$ cat src/rtl/ifid_hold_ctrl.sv
// IF/ID stage controller: ID register, one-entry skid buffer and PC hold back to fetch.
// Optional stall/bubble performance counters are enabled by defining IFID_PERF_CNT_EN.
module ifid_hold_ctrl #(
  parameter int DATA_W = 16
) (
  input  logic              clk,
  input  logic              rst_n,
  input  logic [DATA_W-1:0] fetch_inst,
  input  logic [DATA_W-1:0] fetch_pc2,
  input  logic              fetch_valid,
  input  logic              sendNOP,
  input  logic              mem_stall,
  input  logic              flush,
  output logic [DATA_W-1:0] id_inst,
  output logic [DATA_W-1:0] id_pc2,
  output logic              id_nop_n,
  output logic              pc_hold
`ifdef IFID_PERF_CNT_EN
  ,
  output logic [15:0]       stall_cnt,
  output logic [15:0]       bubble_cnt
`endif
);

  localparam logic [DATA_W-1:0] NOP_INST = DATA_W'(16'h0800);

  typedef enum logic [1:0] {S_EMPTY, S_FULL, S_SKID} state_t;

  state_t            state;
  logic [DATA_W-1:0] skid_inst_p0;
  logic [DATA_W-1:0] skid_pc2_p0;
  logic              skid_vld_p0;
  logic [DATA_W-1:0] id_inst_p1;
  logic [DATA_W-1:0] id_pc2_p1;
  logic              vld_p1;
  logic              go;

  assign go = sendNOP & ~mem_stall;

  // Skid (p0) -> ID register (p1); a bubble keeps the previous pc2
  always_ff @(posedge clk) begin
    if (!rst_n) begin
      state       <= S_EMPTY;
      id_inst_p1  <= NOP_INST;
      id_pc2_p1   <= '0;
      vld_p1      <= 1'b0;
      skid_vld_p0 <= 1'b0;
    end else if (mem_stall) begin
      // EX is frozen as well, so a pending flush is honoured once the stall drops
    end else if (flush) begin
      state       <= S_EMPTY;
      id_inst_p1  <= NOP_INST;
      vld_p1      <= 1'b0;
      skid_vld_p0 <= 1'b0;
    end else begin
      case (state)
        S_EMPTY: begin
          if (fetch_valid) begin
            id_inst_p1 <= fetch_inst;
            id_pc2_p1  <= fetch_pc2;
            vld_p1     <= 1'b1;
            state      <= S_FULL;
          end
        end
        S_FULL: begin
          if (go) begin
            if (fetch_valid) begin
              id_inst_p1 <= fetch_inst;
              id_pc2_p1  <= fetch_pc2;
            end else begin
              id_inst_p1 <= NOP_INST;
              vld_p1     <= 1'b0;
              state      <= S_EMPTY;
            end
          end else if (fetch_valid) begin
            skid_inst_p0 <= fetch_inst;
            skid_pc2_p0  <= fetch_pc2;
            skid_vld_p0  <= 1'b1;
            state        <= S_SKID;
          end
        end
        S_SKID: begin
          if (go) begin
            id_inst_p1  <= skid_inst_p0;
            id_pc2_p1   <= skid_pc2_p0;
            skid_vld_p0 <= 1'b0;
            state       <= S_FULL;
          end
        end
        default: begin
          state       <= S_EMPTY;
          id_inst_p1  <= NOP_INST;
          vld_p1      <= 1'b0;
          skid_vld_p0 <= 1'b0;
        end
      endcase
    end
  end

  assign id_inst  = id_inst_p1;
  assign id_pc2   = id_pc2_p1;
  assign id_nop_n = vld_p1;
  assign pc_hold  = skid_vld_p0;

`ifdef IFID_PERF_CNT_EN
  function automatic logic [15:0] sat_inc(input logic [15:0] v);
    return (v == 16'hFFFF) ? v : v + 16'd1;
  endfunction

  logic bubble_load;

  // A drained skid never yields a bubble, so only an empty skid can starve ID
  assign bubble_load = ~mem_stall & (flush | (go & ~fetch_valid & ~skid_vld_p0));

  always_ff @(posedge clk) begin
    if (!rst_n) begin
      stall_cnt  <= '0;
      bubble_cnt <= '0;
    end else begin
      if (~go & vld_p1) stall_cnt <= sat_inc(stall_cnt);
      if (bubble_load)  bubble_cnt <= sat_inc(bubble_cnt);
    end
  end
`endif

endmodule

$ cat config.mk
export PLATFORM = sky130hd
export DESIGN_NAME = ifid_hold_ctrl
export DESIGN_NICKNAME = d
export VERILOG_FILES = /design/src/rtl/ifid_hold_ctrl.sv
export SDC_FILE = /design/constraint.sdc
export NUM_CORES = 1
export LEC_CHECK = 0
export BUFFER_PORTS_ARGS = -buffer_cell sky130_fd_sc_hd__buf_4
export CORE_ASPECT_RATIO = 0.8
export CORE_MARGIN = 2
export CORE_UTILIZATION = 50
export CTS_BUF_LIST = sky130_fd_sc_hd__clkbuf_4
export CTS_CLUSTER_DIAMETER = 200
export CTS_CLUSTER_SIZE = 10
export DETAILED_ROUTE_END_ITERATION = 10
export PLACE_DENSITY = 0.76
export SYNTH_ARGS = -nofsm -noshare
export SYNTH_HDL_FRONTEND = slang
export SYNTH_SLANG_ARGS = --single-unit
$ cat constraint.sdc
create_clock -name clk -period 8.9 [get_ports clk]
set_input_delay 0.89 -clock clk [delete_from_list [all_inputs] [get_ports clk]]
set_output_delay 0.89 -clock clk [all_outputs]
set_load 0.1 [all_outputs]
Word-level counts from Yosys, hierarchy flattened
Index checks and enable logic that the tools add are counted.
{"block": "classes", "reduce_logical": 8, "eq_ne": 14, "bitwise_logic": 4, "mux": 26}
{"operator": "two-way mux 16 bit", "n": 8}
{"operator": "case mux 16 bit (3 select lines)", "n": 2}
{"operator": "AND reduction 5 bit", "n": 4}
{"operator": "inequality test 3 bit, second input constant", "n": 6}
{"operator": "two-way mux 2 bit", "n": 6}
{"operator": "inequality test 2 bit, second input constant", "n": 4}
{"operator": "inequality test 4 bit, second input constant", "n": 2}
{"operator": "two-way mux 1 bit", "n": 7}
{"operator": "case mux 1 bit (3 select lines)", "n": 2}
{"operator": "case mux 2 bit (3 select lines)", "n": 1}
{"operator": "AND reduction 6 bit", "n": 1}
{"operator": "AND reduction 4 bit", "n": 1}
{"operator": "inverter 1 bit", "n": 3}
{"operator": "nonzero test 3 bit", "n": 1}
{"operator": "equality test 2 x 1 -> 1 bit, second input constant", "n": 1}
{"operator": "equality test 2 bit, second input constant", "n": 1}
{"operator": "logical NOT 2 bit", "n": 1}
{"operator": "AND 1 bit", "n": 1}
{"block": "totals", "ff_bits": 68, "inputBits": 38, "out_inout_bits": 34, "elab_cells": 59}

Longest topological paths before layout
Gate-level depths: netlist of the first run.
{"block": "logic_depth", "word_depth": 5, "depth_mapped": 7, "mapped_depth_nobuf": 4}

Worst setup path after synthesis of the first run
OpenSTA, ideal clock, no wires.
{"block": "synth_timing", "path_type": "input to register", "from": "input port flush", "to": "register skid_inst_p0[0] (enable)", "required_time_ns": 8.479, "path_buffers": 2, "t_arrival_ns": 3.082, "setup_time_ns": 0.421, "stages": 5, "path_slack_ns": 5.397, "cell_sequence": "buf_2 > nor2_1 > buf_2 > nand3_1 > nor2_1"}
{"block": "synth_between", "elab_chain_len": 2}
{"item": "start, declared", "line_no": "13", "rtl": "input logic flush,"}
{"item": "inverter 1 bit (no source line)"}
{"item": "AND reduction 6 bit (no source line)"}
{"item": "end signal, assigned", "line_no": "76", "rtl": "skid_inst_p0 <= fetch_inst;"}
{"item": "end, declared", "line_no": "30", "rtl": "logic [DATA_W-1:0] skid_inst_p0;"}
No other way between the ends.
A chain may end at the register's enable or synchronous reset.

Worst setup path in the final report of the first run
{"block": "layout_timing", "from": "input port flush", "to": "register skid_inst_p0[14] (enable)"}
Same word-level chain as after synthesis.

==> results of run 1 <==
path summary, 6_finish.rpt:
check,from,endpoint
worst min-delay path,id_inst[14],id_inst[14]
worst max-delay path,flush,skid_inst_p0[14]
worst max register to register,state[1],id_inst[5]
worst min register to register,id_inst[14],id_inst[14]
cells in the final DEF (no fill, tap or decap), types with 3 or more instances in the layout:
master and instances:
a32o_1 15, buf_4 71, clkbuf_4 10, clkinv_2 4, dfxtp_1 36, edfxtp_1 32
inv_1 4, mux2i_1 17, nand2_1 16, nand2b_1 3, nand3_1 33, nor3_1 3
o211a_1 16, o21ai_0 16
per-stage QoR:
step           utilization, %  area, sq um
2_1_floorplan               -         2900
3_3_place_gp             61.4         3390
3_5_place_dp             61.4         3390
4_1_cts                  63.3         3500
5_1_grt                  63.3         3500
6_report                 63.3         3500
sequential cells by signal (all words and copies together) (netlist names):
register	count
id_inst	16
id_pc2	16
skid_inst_p0	16
skid_pc2_p0	16
state	2
id_nop_n	1
pc_hold	1
metal layers:
| layer | global-route usage (%) | up-vias | share of wire [%] |
|---|---|---|---|
| li1 | - | 1048 | - |
| met1 | 28.1 | 1042 | 45 |
| met2 | 29.2 | 77 | 46 |
| met3 | 8.08 | 14 | 7.2 |
| met4 | 6.80 | 0 | 1.8 |
| met5 | 0 | - | 0 |
worst max-delay path: stages:
cell     delay [ns]
buf_4          0.15
nor2_1         0.83
nand3_1        0.29
nor2_4         0.75
kinds of logic (layout without fill, tap and decap cells):
logic type	Yosys count	count (layout)	synth area share [%]
flops	68	68	58.1
simple gates	67	67	11.6
buf+inv	30	92	5.75
xor+xnor	1	1	0.303
mux	17	17	5.88
compound gates	62	62	18.4
power breakdown:
| group | leakage, nW | switching, mW | total [mW] | internal, mW |
|---|---|---|---|---|
| registers | 0.581 | 0.00471 | 0.338 | 0.333 |
| clock network | 0.0634 | 0.102 | 0.160 | 0.0577 |
| logic | 0.791 | 0.0726 | 0.104 | 0.0314 |
| total | 1.44 | 0.180 | 0.602 | 0.423 |
area by class of cell:
class	count	area, sq um	share of cell area [%]
flip-flops and latches	68	1680	48.1
multi-input cells	147	1060	30.4
repair buffers	71	533	15.2
well taps	78	97.6	2.79
clock buffers	10	75.1	2.15
clock inverters	6	31.3	0.894
inverters	5	18.8	0.536
==> reports/results.tsv, run 1 <==
stage	metric	value	unit
run_status	outcome	completed	
worst_setup_path	criticalPathCategory	input port to register	
detailed_routing	vias	2181	
worst_setup_path	startpoint_type	input port	
clock_network	ctsHoldBuffers	0	
clock_network	cts_max_path_buffers	2	
sta	fin_tns_setup	0	ns
synth	synth_cells	245	
clock_network	worstSkewPairLatency	0.40	ns
global_routing	grt_overflow	0	
worst_setup_path	reg2reg_slack	6.45	ns
finish	layoutNonFillerInstCount	385	
sta	worst_pin_slew	1.07	ns
detailed_routing	wl_per_cell	15.6	um
worst_setup_path	cp_max_fo	32	
synth	async_flop_share	0	%
clock_network	htree_levels	3	
die	rows	24	
worst_setup_path	r2r_cells	3	
flow_run	max_cap_violations	0	
power	powerDensity	172	mW/mm^2
die	fp.coreArea	0.00553	sq mm
synth	seq_area_frac_synth	58.1	%
power	total_power	0.602	mW
worst_setup_path	required	8.93	ns
synth	syn-cell-area	0.00290	sq mm
synth	yosys.area.top_type	edfxtp_1	
sta	hold_ws	0.461	ns
sta	final-max-slew-violation-count	0	
global_routing	grt_usage	20.2	%
global_routing	grt_pass1_wl	9790	um
clock_network	clock_sinks	68	
finish	fin_nets	340	
detailed_routing	wl	6000	um
synth	synthTopCellsByArea	edfxtp_1 33%, dfxtp_1 25%, mux2i_1 5.9%, nand3_1 5.7%, o211a_1 5.5%	
detailed_routing	route.detailed.drc	0	
synth	synth_top_area_share	33.2	%
global_routing	grt_max_degree	51	
power	ir_worst_vdd	0.101	mV
global_routing	antenna_found_initial	0	
clock_network	cts_setup_buffers	0	
sta	layout_setup_ws	6.01	ns
worst_setup_path	crit_arrival	2.92	ns
die	die_area	0.00642	sq mm
clock_network	root_buffer	clkbuf_4	
sta	fmax	346	MHz
global_routing	grt_pass1_vias	2058	
detailed_routing	vias_per_cell	5.66	
finish	fill_cells	476	
power	p_leak	1.44	nW
hold_path	worstHoldPathCells	2	
place	dpl.cell_count	369	
clock_network	numCtsBuffers	9	
place	dp_hpwl	4030	um
finish	num_antenna_cells	0	
place	portBuffers	71	
sta	finalClockSkew	0.0114	ns
synth	yosys.cell_count.top_type	dfxtp_1	
synth	synth_commonest_cells	36 x dfxtp_1, 33 x nand3_1, 32 x edfxtp_1	
place	dp_slack	5.59	ns
sta	min_period	2.89	ns
clock_network	cts_resized	0	
clock_network	cts_tree	built	
sta	rsz0062_at_grt	no	
die	io_pins	72	
die	start_util	52.4	%
sta	timing.final.crit_share	32.5	%
detailed_routing	initialDrtViolationCount	116	
synth	synth_edf_count	32	
synth	syn-num-nets	283	
sta	setup_viol	0	
worst_setup_path	critPathCaptureType	register	
detailed_routing	ant_nets	0	
hold_path	holdCritPathClass	register to register	
die	die_w	89.1	um
synth	syn_area_per_cell	11.8	sq um
finish	drive_above_1_share	30.0	%
finish	area_delta_synth_final	20.9	%
synth	ys_ff_latch	68	
clock_network	path_clk_slew	0.09	ns
die	die_h	72.1	um
synth	synthFlopType	dfxtp_1	
detailed_routing	first_pass_iters	4	
synth	synth_cell_types	40	
synth	synth_warnings	0	
sta	hold_viol_final	0	
place	routabilityCongestion	0.748	
sta	slew_headroom	28.1	%
(Power assumes the default switching activity.)
==> inputs of run 2 (changes only) <==
clock period = 2.75 ns   (was 8.9 ns; I/O delays follow)
==> run 2 against run 1 <==
Compared with the run above: cell count rose by 1.6%; critical path depth did not move; count of clock-buffer cells in the layout rose by 2; power grew to 3.3 times the previous value; global-route usage increased by 0.83 points; sequential power grew to 3.2 times the previous value; combinational power grew to 3.3 times the previous value; largest cell class unchanged.
==> reports/results.tsv, run 2 (synthesis gave the netlist of run 1 again) <==
stage	metric	value	unit	change
global_routing	antenna_found_initial	0		unchanged
hold_path	holdCritPathClass	input port to register		
power	ir_worst_vdd	0.353	mV	+250%
global_routing	grt_pass1_wl	10300	um	+4.7%
place	routabilityCongestion	0.873		+17%
power	total_power	1.96	mW	+230%
detailed_routing	route.detailed.drc	0		unchanged
worst_setup_path	required	3.10	ns	-5.83 ns
detailed_routing	first_pass_iters	4		unchanged
power	netSwitchingFraction	29.2	%	-0.65 points
finish	layout_common_cells	76 x buf_4, 36 x dfxtp_1, 33 x nand3_1		
die	die_h	72.1	um	unchanged
clock_network	cts_resized	0		unchanged
detailed_routing	vias_per_cell	5.54		-2.1%
global_routing	grt_pass1_vias	2077		+0.92%
power	p_int	1.39	mW	+230%
detailed_routing	ant_nets	0		unchanged
power	power_frac_comb	17.4	%	about the same
flow_run	max_cap_violations	0		unchanged
die	io_pins	72		unchanged
sta	worst_pin_slew	0.721	ns	-0.353 ns
clock_network	root_buffer	clkbuf_4		
finish	drive_above_1_share	30.7	%	+0.70 points
worst_setup_path	criticalPathCategory	register to register		
global_routing	grt_overflow	0		unchanged
place	portBuffers	71		unchanged
clock_network	worstSkewPairLatency	0.41	ns	about the same
detailed_routing	wl_per_cell	16.2	um	+3.8%
sta	setup_viol	0		unchanged
sta	final-max-slew-violation-count	0		unchanged
clock_network	cts_max_path_buffers	2		unchanged
die	start_util	52.4	%	unchanged
clock_network	numCtsBuffers	9		unchanged
clock_network	htree_levels	3		unchanged
sta	hold_viol_final	0		unchanged
sta	layout_setup_ws	0.541	ns	-5.46 ns
worst_setup_path	r2r_start	state[0]		
finish	num_antenna_cells	0		unchanged
global_routing	grt_max_degree	50		-2.0%
place	dpl.cell_count	375		+1.6%
die	die_area	0.00642	sq mm	unchanged
finish	layoutNonFillerInstCount	391		+1.6%
finish	fin_nets	346		+1.8%
power	p_leak	1.47	nW	+2.3%
die	rows	24		unchanged
power	pwr-share-clk	26.9	%	+0.3 points
power	pwr-share-seq	55.7	%	-0.5 points
run_status	outcome	completed		
place	dp_hpwl	4210	um	+4.7%
worst_setup_path	startpoint_type	register		
sta	fmax	453	MHz	
finish	area_delta_synth_final	22.9	%	
die	die_w	89.1	um	unchanged
worst_setup_path	startpoint	state[0]		
detailed_routing	initialDrtViolationCount	75		-35%
global_routing	grt_usage	21.1	%	+0.83 points
worst_setup_path	crit_arrival	2.56	ns	-0.36 ns
hold_path	hold_start	fetch_pc2[1]		
sta	rsz0062_at_grt	no		
sta	slew_headroom	51.9	%	+24 points
power	powerDensity	552	mW/mm^2	+220%
sta	finalClockSkew	0.0105	ns	-0.000883 ns
sta	min_period	2.21	ns	
worst_setup_path	cp_max_fo	17		-47%
sta	fin_tns_setup	0	ns	unchanged
detailed_routing	wl	6330	um	+5.4%
finish	mostFrequentLayoutCell	buf_4		
sta	timing.final.crit_share	80.3	%	
clock_network	path_clk_slew	0.10	ns	about the same
clock_network	cts_setup_buffers	0		unchanged
clock_network	ctsHoldBuffers	0		unchanged
worst_setup_path	critPathCaptureType	register		
die	fp.coreArea	0.00553	sq mm	unchanged
detailed_routing	vias	2168		-0.60%
place	dp_slack	0.581	ns	-5.01 ns
clock_network	cts_tree	built		
clock_network	clock_sinks	68		unchanged
power	power_switching	0.573	mW	+220%
## run 2: cell types whose count changed in the layout (fill, tap and decap cells not counted)
cell,previous run,this run
buf_4,71,76
buf_12,0,1
clkbuf_4,10,12
clkinv_2,4,1
clkinv_1,2,4
clkinvlp_4,1,0
## run 2: layout make-up
type / instances / area, sq um
Multi-Input combinational cell: 147 / 1060
Timing Repair Buffer: 77 / 591
Clock buffer: 12 / 90.1
Tap cell: 78 / 97.6
Inverter: 5 / 18.8
Sequential cell: 68 / 1680
Clock inverter: 4 / 16.3
Fill cell: 481 / 1970
## run 2: power by group through the flow
stage | clock network [mW] | registers (mW) | logic, mW
final | 0.528 | 1.09 | 0.342
after global routing | 0.587 | 1.10 | 0.361
after CTS | 0.546 | 1.09 | 0.343
after detailed placement | 0 | 1.12 | 0.342
after global placement | 0 | 1.12 | 0.339
after floorplan | 0 | 1.26 | 0.103
## run 2: path summary, 6_finish.rpt
check / cells after the start / endpoint / slack (ns)
hold / removal: 1 / skid_pc2_p0[1] / 0.05
setup reg to reg: 4 / id_pc2[10] / 0.54
hold reg to reg: 2 / id_inst[14] / 0.46
setup / recovery: 4 / id_pc2[10] / 0.54
## run 2: routing by layer
| layer | global-route usage [%] | part of all wire (%) |
|---|---|---|
| met1 | 30.6 | 45 |
| met4 | 8.96 | 1.5 |
| met3 | 6.03 | 6.7 |
| met2 | 29.6 | 47 |
| met5 | 0 | 0 |
## run 2: per-stage QoR
stage	area, sq um	utilization, %	hold WS, ns
finish	3560	64.4	0.0475
global route	3560	64.4	0.0154
CTS	3560	64.4	0.0204
detailed placement	3450	62.5	0.449
global placement	3450	62.5	0.445
floorplan	2900	-	0.374
## run 2: critical path, stage by stage (launching register included)
cell,delay [ns]
dfxtp_1,0.49
nor2b_2,0.26
o21ai_2,0.57
and2_1,0.61
o211a_1,0.21
